==> config.mk <==
export PLATFORM = sky130hd
export DESIGN_NAME = player_move_scheduler_flat
export DESIGN_NICKNAME = d
export VERILOG_FILES = /design/src/rtl/board_pkg.sv /design/src/rtl/player_move_scheduler_if.sv /design/src/rtl/board_tile_coord.sv /design/src/rtl/player_move_scheduler.sv /design/src/flat_wrapper.sv
export SDC_FILE = /design/constraint.sdc
export NUM_CORES = 1
export LEC_CHECK = 0
export CAP_MARGIN = 20
export CORE_MARGIN = 3
export CORE_UTILIZATION = 35
export CTS_BUF_LIST = sky130_fd_sc_hd__clkbuf_16
export CTS_CLUSTER_DIAMETER = 100
export DETAILED_ROUTE_END_ITERATION = 10
export SYNTH_ARGS = -nofsm -noshare
export SYNTH_HDL_FRONTEND = slang
export SYNTH_SLANG_ARGS = --single-unit
==> constraint.sdc <==
create_clock -name clk -period 4.3 [get_ports clk]
set_input_delay 0.43 -clock clk [delete_from_list [all_inputs] [get_ports clk]]
set_output_delay 0.43 -clock clk [all_outputs]
set_load 0.01 [all_outputs]
==> src/rtl/board_pkg.sv <==
// Shared board definitions: move FSM states, tile index type and sprite placement
// offsets used by the move scheduler and the player renderers.
package board_pkg;

  typedef enum logic [2:0] {
    IDLE,
    LOAD,
    MOVE,
    ARRIVE,
    DONE
  } state_t;

  typedef logic [4:0] tile_t;

  localparam logic [9:0] P1_OFF_X     = 10'd0;
  localparam logic [9:0] P2_OFF_X     = 10'd16;
  localparam logic [9:0] SPRITE_OFF_Y = 10'd8;

  localparam int unsigned SPRITE_PX = 16;

endpackage

==> src/rtl/player_move_scheduler_if.sv <==
// Move-request handshake between the game controller (master) and the
// move scheduler (slave), including the completion pulse.
interface player_move_scheduler_if;

  logic       move_valid;
  logic       move_ready;
  logic       move_player;
  logic [2:0] move_steps;
  logic       move_done;

  modport master (
    output move_valid,
    output move_player,
    output move_steps,
    input  move_ready,
    input  move_done
  );

  modport slave (
    input  move_valid,
    input  move_player,
    input  move_steps,
    output move_ready,
    output move_done
  );

endinterface

==> src/rtl/board_tile_coord.sv <==
// Combinational tile index + player id to sprite top-left screen position
// along the serpentine board path.
module board_tile_coord
  import board_pkg::*;
#(
  parameter int unsigned COLS     = 8,
  parameter int unsigned TILE_PX  = 32,
  parameter int unsigned BOARD_X0 = 64,
  parameter int unsigned BOARD_Y0 = 96
) (
  input  tile_t       tile,
  input  logic        player,
  output logic [9:0]  x,
  output logic [9:0]  y
);

  localparam logic [9:0] COLS_W = 10'(COLS);
  localparam logic [9:0] TILE_W = 10'(TILE_PX);
  localparam logic [9:0] X0_W   = 10'(BOARD_X0);
  localparam logic [9:0] Y0_W   = 10'(BOARD_Y0);

  logic [9:0] idx;
  logic [9:0] row;
  logic [9:0] c;
  logic [9:0] col;

  always_comb begin
    idx = {5'd0, tile};
    row = idx / COLS_W;
    c   = idx % COLS_W;
    // odd rows run right-to-left
    col = row[0] ? (COLS_W - 10'd1 - c) : c;
    x   = X0_W + col * TILE_W + (player ? P2_OFF_X : P1_OFF_X);
    y   = Y0_W + row * TILE_W + SPRITE_OFF_Y;
  end

endmodule

==> src/rtl/player_move_scheduler.sv <==
// Accepts one move request at a time and walks the chosen sprite tile by tile,
// stepping pixels only on frame ticks; latches the first player to reach the goal.
module player_move_scheduler
  import board_pkg::*;
#(
  parameter int unsigned NUM_TILES = 24,
  parameter int unsigned COLS      = 8,
  parameter int unsigned TILE_PX   = 32,
  parameter int unsigned PIX_STEP  = 2,
  parameter int unsigned BOARD_X0  = 64,
  parameter int unsigned BOARD_Y0  = 96
) (
  input  logic                    clk,
  input  logic                    rst_n,
  input  logic                    frame_tick,
  input  logic                    game_reset,
  player_move_scheduler_if.slave  bus,
  output logic [9:0]              p1_x,
  output logic [9:0]              p1_y,
  output logic [9:0]              p2_x,
  output logic [9:0]              p2_y,
  output tile_t                   p1_tile,
  output tile_t                   p2_tile,
  output logic                    busy,
  output logic                    winner_valid,
  output logic                    winner_id
);

  localparam tile_t      GOAL  = tile_t'(NUM_TILES - 1);
  localparam logic [9:0] PIX_W = 10'(PIX_STEP);

  state_t     state, state_next;
  logic       player;
  logic [2:0] steps;
  logic [9:0] tgt_x, tgt_y;
  logic [9:0] tgt_x_c, tgt_y_c;
  logic [9:0] home_x, home_y, home_p2_x;
  tile_t      cur_tile, next_tile;
  logic [9:0] cur_x, cur_y;
  logic [9:0] step_x, step_y;
  logic       arrived;
  logic       accept;

  board_tile_coord #(
    .COLS(COLS), .TILE_PX(TILE_PX), .BOARD_X0(BOARD_X0), .BOARD_Y0(BOARD_Y0)
  ) u_target (
    .tile(next_tile), .player(player), .x(tgt_x_c), .y(tgt_y_c)
  );

  board_tile_coord #(
    .COLS(COLS), .TILE_PX(TILE_PX), .BOARD_X0(BOARD_X0), .BOARD_Y0(BOARD_Y0)
  ) u_home (
    .tile('0), .player(1'b0), .x(home_x), .y(home_y)
  );

  assign home_p2_x = home_x + (P2_OFF_X - P1_OFF_X);

  always_comb begin
    cur_tile  = player ? p2_tile : p1_tile;
    cur_x     = player ? p2_x : p1_x;
    cur_y     = player ? p2_y : p1_y;
    next_tile = cur_tile + tile_t'(1);
    accept    = (state == IDLE) && bus.move_valid && bus.move_ready && !game_reset;
    step_x    = cur_x;
    step_y    = cur_y;
    // horizontal travel first; vertical only once the column is reached
    if (cur_x != tgt_x)
      step_x = (cur_x < tgt_x) ? cur_x + PIX_W : cur_x - PIX_W;
    else if (cur_y != tgt_y)
      step_y = (cur_y < tgt_y) ? cur_y + PIX_W : cur_y - PIX_W;
    arrived = (step_x == tgt_x) && (step_y == tgt_y);
  end

  always_ff @(posedge clk or negedge rst_n) begin
    if (!rst_n) state <= IDLE;
    else        state <= state_next;
  end

  always_comb begin
    state_next = state;
    if (game_reset) begin
      state_next = IDLE;
    end else begin
      case (state)
        IDLE:    if (accept) state_next = LOAD;
        LOAD:    state_next = (steps == 3'd0 || cur_tile == GOAL) ? DONE : MOVE;
        MOVE:    if (frame_tick && arrived) state_next = ARRIVE;
        ARRIVE:  state_next = (next_tile == GOAL) ? DONE
                            : (steps > 3'd1)      ? LOAD : DONE;
        DONE:    state_next = IDLE;
        default: state_next = IDLE;
      endcase
    end
  end

  always_comb begin
    bus.move_ready = (state == IDLE) && !winner_valid;
    bus.move_done  = (state == DONE);
    busy           = (state != IDLE);
  end

  always_ff @(posedge clk or negedge rst_n) begin
    if (!rst_n) begin
      p1_tile      <= '0;
      p2_tile      <= '0;
      p1_x         <= home_x;
      p1_y         <= home_y;
      p2_x         <= home_p2_x;
      p2_y         <= home_y;
      player       <= 1'b0;
      steps        <= '0;
      tgt_x        <= '0;
      tgt_y        <= '0;
      winner_valid <= 1'b0;
      winner_id    <= 1'b0;
    end else if (game_reset) begin
      p1_tile      <= '0;
      p2_tile      <= '0;
      p1_x         <= home_x;
      p1_y         <= home_y;
      p2_x         <= home_p2_x;
      p2_y         <= home_y;
      winner_valid <= 1'b0;
      winner_id    <= 1'b0;
    end else begin
      case (state)
        IDLE: begin
          if (accept) begin
            player <= bus.move_player;
            steps  <= bus.move_steps;
          end
        end
        LOAD: begin
          tgt_x <= tgt_x_c;
          tgt_y <= tgt_y_c;
        end
        MOVE: begin
          if (frame_tick) begin
            if (player) begin
              p2_x <= step_x;
              p2_y <= step_y;
            end else begin
              p1_x <= step_x;
              p1_y <= step_y;
            end
          end
        end
        ARRIVE: begin
          if (player) p2_tile <= next_tile;
          else        p1_tile <= next_tile;
          steps <= steps - 3'd1;
          if (next_tile == GOAL && !winner_valid) begin
            winner_valid <= 1'b1;
            winner_id    <= player;
          end
        end
        default: ;
      endcase
    end
  end

endmodule

==> src/flat_wrapper.sv <==
// flat-port wrapper written by rule: the top's interface ports become plain ports
module player_move_scheduler_flat import board_pkg::*;
#(
  parameter int unsigned NUM_TILES = 24,
  parameter int unsigned COLS      = 8,
  parameter int unsigned TILE_PX   = 32,
  parameter int unsigned PIX_STEP  = 2,
  parameter int unsigned BOARD_X0  = 64,
  parameter int unsigned BOARD_Y0  = 96
)
  (clk, rst_n, frame_tick, game_reset, p1_x, p1_y, p2_x, p2_y, p1_tile, p2_tile, busy, winner_valid, winner_id, bus_move_valid, bus_move_player, bus_move_steps, bus_move_ready, bus_move_done);
  player_move_scheduler_if bus_i ();
  input  logic clk;
  input  logic rst_n;
  input  logic frame_tick;
  input  logic game_reset;
  output logic [9:0] p1_x;
  output logic [9:0] p1_y;
  output logic [9:0] p2_x;
  output logic [9:0] p2_y;
  output tile_t p1_tile;
  output tile_t p2_tile;
  output logic busy;
  output logic winner_valid;
  output logic winner_id;
  input wire logic [$bits(bus_i.move_valid)-1:0] bus_move_valid;
  input wire logic [$bits(bus_i.move_player)-1:0] bus_move_player;
  input wire logic [$bits(bus_i.move_steps)-1:0] bus_move_steps;
  output wire logic [$bits(bus_i.move_ready)-1:0] bus_move_ready;
  output wire logic [$bits(bus_i.move_done)-1:0] bus_move_done;
  assign bus_i.move_valid = bus_move_valid;
  assign bus_i.move_player = bus_move_player;
  assign bus_i.move_steps = bus_move_steps;
  assign bus_move_ready = bus_i.move_ready;
  assign bus_move_done = bus_i.move_done;
  player_move_scheduler #(.NUM_TILES(NUM_TILES), .COLS(COLS), .TILE_PX(TILE_PX), .PIX_STEP(PIX_STEP), .BOARD_X0(BOARD_X0), .BOARD_Y0(BOARD_Y0)) u_core (.clk(clk), .rst_n(rst_n), .frame_tick(frame_tick), .game_reset(game_reset), .bus(bus_i), .p1_x(p1_x), .p1_y(p1_y), .p2_x(p2_x), .p2_y(p2_y), .p1_tile(p1_tile), .p2_tile(p2_tile), .busy(busy), .winner_valid(winner_valid), .winner_id(winner_id));
endmodule
# Word-level counts from Yosys, hierarchy flattened
# Index checks and enable logic that the tools add are counted.
# word_totals
output_inout_bits	55
ff_bits	79
word_cells	117
# op_classes
order_cmp	3
n_bitwise	1
mux	47
n_addsub	11
reduce_logical	28
n_eq_ne	14
# ops
cell	n
$mux W10	23
$mux W5	9
$mux W3	7
$add A10 B2 Y10 const B	2
$eq A10 B10 Y1	2
$lt A10 B10 Y1	2
$ne A10 B10 Y1	2
$sub A10 B2 Y10 const B	2
$pmux W3 S4	1
$reduce_and A3 Y1	4
$reduce_bool A2 Y1	6
$add A10 B5 Y10	1
$add A7 B10 Y10 const A	1
$eq A5 B5 Y1 const B	2
$reduce_and A2 Y1	5
$add A8 B4 Y9 const B	1
$add A7 B7 Y8 const A	1
$logic_and A1 B1 Y1	7
$eq A3 B2 Y1 const B	2
$logic_not A3 Y1	2
$mux W1	6
$ne A3 B2 Y1 const B	2
$pmux W3 S2	1
$add A5 B1 Y5 const B	1
11 further kinds	12

# Longest topological paths before layout
# depth
depth_word	11
ltp_mapped	19
mapped_depth_nobuf	17

# Worst setup path before layout
# No wires, ideal clock.
# synth_path
path_type	register -> register
start	reg u_core.player
end	reg u_core.state[0]
arrival_ns	4.381
setup_time_ns	0.064
synth_period_minus_slack_ns	4.445
setup_slack_ns	-0.145
stages_incl_launch_ff	19
path_cell_list	dfrtp_1 -> buf_6 -> buf_4 -> buf_4 -> mux2_2 -> ha_1 -> o21ai_0 -> a21oi_1 -> o21ai_0 -> nand2_1 -> fa_1 -> a211oi_1 -> o21a_1 -> o211ai_1 -> mux2_4 -> xnor2_1 -> or4_1 -> nor4_2 -> a21o_1
# synth_via
elab_chain_len	10
word_cells_on_any_way	27
# synth_rtl
element	line_no	text
from (decl)	player_move_scheduler.sv:33	logic player;
from (signal assigned)	player_move_scheduler.sv:129	player <= bus.move_player;
$mux W10	player_move_scheduler.sv:61	cur_y = player ? p2_y : p1_y;
$sub A10 B2 Y10, or another cell as far along	player_move_scheduler.sv:70	step_y = (cur_y < tgt_y) ? cur_y + PIX_W : cur_y - PIX_W;
$mux W10	player_move_scheduler.sv:70	
$mux W10	player_move_scheduler.sv:69	else if (cur_y != tgt_y)
$mux W10	player_move_scheduler.sv:67	if (cur_x != tgt_x)
$eq A10 B10 Y1	player_move_scheduler.sv:71	arrived = (step_x == tgt_x) && (step_y == tgt_y);
$logic_and A1 B1 Y1	player_move_scheduler.sv:71	
$logic_and A1 B1 Y1	player_move_scheduler.sv:87	MOVE: if (frame_tick && arrived) state_next = ARRIVE;
$ne A3 B2 Y1 (no source line)	n/a	
$reduce_and A2 Y1 (no source line)	n/a	
to (signal assigned)	player_move_scheduler.sv:76	else state <= state_next;
to (decl)	player_move_scheduler.sv:32	state_t state, state_next;
# Several ways; a longest one is shown, not always the timed one.
# A chain may end at the register's enable or synchronous reset.

# Worst setup path in the final report
# Ends and elaborated chain as after synthesis.

==> metrics.md <==
| Metric | Value |
|---|---|
| Status | finished clean |
| 1st-pass router iterations | 4 |
| Yosys warns | 0 |
| All-layer global routing usage | 0.1901 |
| RePlAce Congestion | 0.9185 |
| Placed inst area | 5518 sq um |
| CTS tree | done |
| H-tree depth | 3 |
| Final worst path period share | 0.9490 |
| Setup crit start | u_core.player$_DFFE_PN0P_ |
| Most frequent cells in the layout | clkdlybuf4s50_1 (62), dfrtp_1 (58), nor2_1 (49) |
| Final core occ | 0.4596 |
| Antenna cells | 0 |
| Remaining Overflow, GRT | 0 |
| Row Count | 41 |
| Worst-margin pin slew | 1.084 ns |
| Crit Reg-Reg Startpoint | u_core.player$_DFFE_PN0P_ |
| Starting Density | 0.3637 |
| Worst-path clk slew | 0.06 ns |
| Placeable Area | 12,820 sq um |
| Fin nets | 626 |
| WL/cell | 17.82 um |
| Clock root buffer | clkbuf_16 |
| ANT nets after route | 0 |
| Final Setup Violations | 0 |
| Filler Cell Count | 1,254 |
| Die span in y | 121.4 um |
| TritonCTS Buffers | 9 |
| Worst hold slack | 0.2181 ns |
| Number of port buffers | 63 |
| Mapped Area | 4664 sq um |
| Synth Instances | 510 |
| Post-synth top flop | dfrtp_1 |
| Worst-Skew Late Latency | 0.34 ns |
| Syn_nets | 552 |
| Largest net degree at the start of global routing | 40 |
| Dpl ws | 0.06512 ns |
| Max Cap Viol | 0 |
| First-pass GRT wire length | 22,110 um |
| Drt initial violations | 318 |
| Mean area per synthesized cell | 9.146 sq um |
| DP HPWL | 10,020 um |
| Max Freq | 0.2451 GHz |
| CP endpoint kind | flop |
| Clk_skew | 0.007901 ns |
| Worst slew margin | 0.2744 |
| Fraction of registers with async set or reset after synthesis | 1.000 |
| CP required | 4.59 ns |
| Post-CTS Hold Buffers | 0 |
| Ports | 64 |
| Routed wire length | 13,560 um |
| Area leader, netlist | dfrtp_1 |
| Vias per cell | 5.457 |
| Commonest non-fill, non-tap cell in the layout | clkdlybuf4s50_1 |
| Yosys top cell area share | 0.3165 |
| Layout cells sized above 1 | 0.1511 |
| Initial antenna violation count | 0 |
| Number of synthesized flops with an enable pin | 0 |
| Syn-to-layout area delta | 26.37% |
| Hold Crit Class | in -> async |
| DRC viols | 0 |
| Final Instance Area | 5894 sq um |
| #FFs+latches synth | 68 |
| Final hold vios | 0 |
| Die span in x | 121.4 um |
| Sequential fraction of the synthesis area | 0.3672 |
| Synth unique cells | 63 |
| Pwr/cell area | 562.6 nW/um^2 |
| CTS max path bufs | 2 |
| Min Tclk post-route | 4.081 ns |
| Setup TNS | 0 ns |
| Die area | 14,750 sq um |
| Worst setup path class | reg -> reg |
| Multi-input logic area | 2801 sq um |
| Final slew viol count | 0 |
| VDD IR max | 0.0002088 V |
| Clk sink count | 68 |
| Via count | 4,153 |
| Setup ws final | 0.2194 ns |
| Crit path DAT | 4.37 ns |
| Leakage | 2.561 nW |
| Maximum fanout along the worst path | 11 |
| Setup crit start kind | flop |
| Synth top area cells | dfrtp_1 (32%), ha_1 (8.3%), dfstp_2 (5.1%) |
| Reg area | 1714 sq um |
| Vias in the first global route | 4,268 |
[power by group]
group / switching (mW) / internal [mW]
logic: 1.09 / 0.821
registers: 0.0543 / 0.692
clock network: 0.282 / 0.381
[repair_timing]
action | 4_1_cts | 5_1_grt
buffers inserted | 0 | 8
gates resized for setup | 0 | 18
endpoints found under the setup margin | 0 | 1
[layout make-up]
| cell class | instances | area share |
|---|---|---|
| multi-input cells | 391 | 0.4753 |
| flip-flops and latches | 68 | 0.2908 |
| repair buffers | 85 | 0.1348 |
| clock buffers | 9 | 0.03821 |
| well taps | 172 | 0.03651 |
| inverters | 29 | 0.01847 |
| clock inverters | 7 | 0.005944 |
[cells in the mapped netlist, drive strengths merged, types with 9 or more instances]
| library cell | n |
|---|---|
| or2 | 9 |
| clkbuf | 16 |
| a21oi | 30 |
| a22o | 15 |
| xnor2 | 18 |
| nand2 | 39 |
| inv | 29 |
| nor2 | 49 |
| dfrtp | 59 |
| dfstp | 9 |
| nor3 | 16 |
| nand3 | 12 |
| mux2i | 21 |
| o21ai | 33 |
| ha | 31 |
| mux2 | 13 |
[worst max-delay path, stage by stage, from the launching register on]
cell      delay, ns
dfrtp_2        0.42
clkbuf_4       0.22
buf_6          0.18
mux2i_2        0.26
inv_1          0.10
ha_1           0.29
o21ai_1        0.13
nand2_2        0.16
fa_2           0.44
a211oi_2       0.26
o21a_1         0.18
o211ai_1       0.12
mux2_4         0.29
xnor2_1        0.14
or4_1          0.54
nor4_2         0.15
a21o_1         0.13
[worst paths after layout]
| kind | end | slack, ns | depth (start not counted) |
|---|---|---|---|
| worst min register to register | u_core.tgt_y[5]$_DFFE_PN0P_ | 0.50 | 2 |
| worst max register to register | u_core.state[0]$_DFFE_PN0P_ | 0.22 | 16 |
| max in group asynchronous | u_core.p2_x[6]$_DFFE_PN1P_ | 3.11 | 2 |
| worst min-delay path | u_core.p1_tile[2]$_DFFE_PN0P_ | 0.22 | 1 |
| worst max-delay path | u_core.state[0]$_DFFE_PN0P_ | 0.22 | 16 |
| min in group clk | u_core.tgt_y[5]$_DFFE_PN0P_ | 0.50 | 2 |
[cell families after synthesis]
group,after synthesis,synth area share
compound gates,135,0.1980
xor+xnor,26,0.04882
fa+ha+maj,33,0.09174
buf+inv,51,0.04506
flops,68,0.3672
mux,34,0.07806
simple gates,163,0.1711
[metrics by stage]
step	power, mW	instances
final	3.316	761
after global routing	3.558	761
after CTS	3.188	753
after detailed placement	2.518	737
after global placement	2.495	736
after floorplan	2.075	510
[sequential cells by signal (all words and copies together), names as in the netlist]
signal	count
u_core.p2_x	10
u_core.p2_y	10
u_core.winner_id	1
u_core.p2_tile	5
u_core.p1_tile	5
u_core.tgt_x	5
u_core.p1_x	10
u_core.p1_y	10
u_core.winner_valid	1
u_core.tgt_y	4
u_core.steps	3
u_core.player	1
u_core.state	3
[layer usage]
| metal | up-vias | part of all wire | track usage |
|---|---|---|---|
| met5 | - | 0 | 0 |
| met4 | 0 | 0.011 | 0.05252 |
| met3 | 19 | 0.057 | 0.04755 |
| met2 | 119 | 0.47 | 0.3071 |
| met1 | 2026 | 0.46 | 0.2535 |
| li1 | 1989 | - | - |
Note: power is estimated with default switching activity, not from simulation.
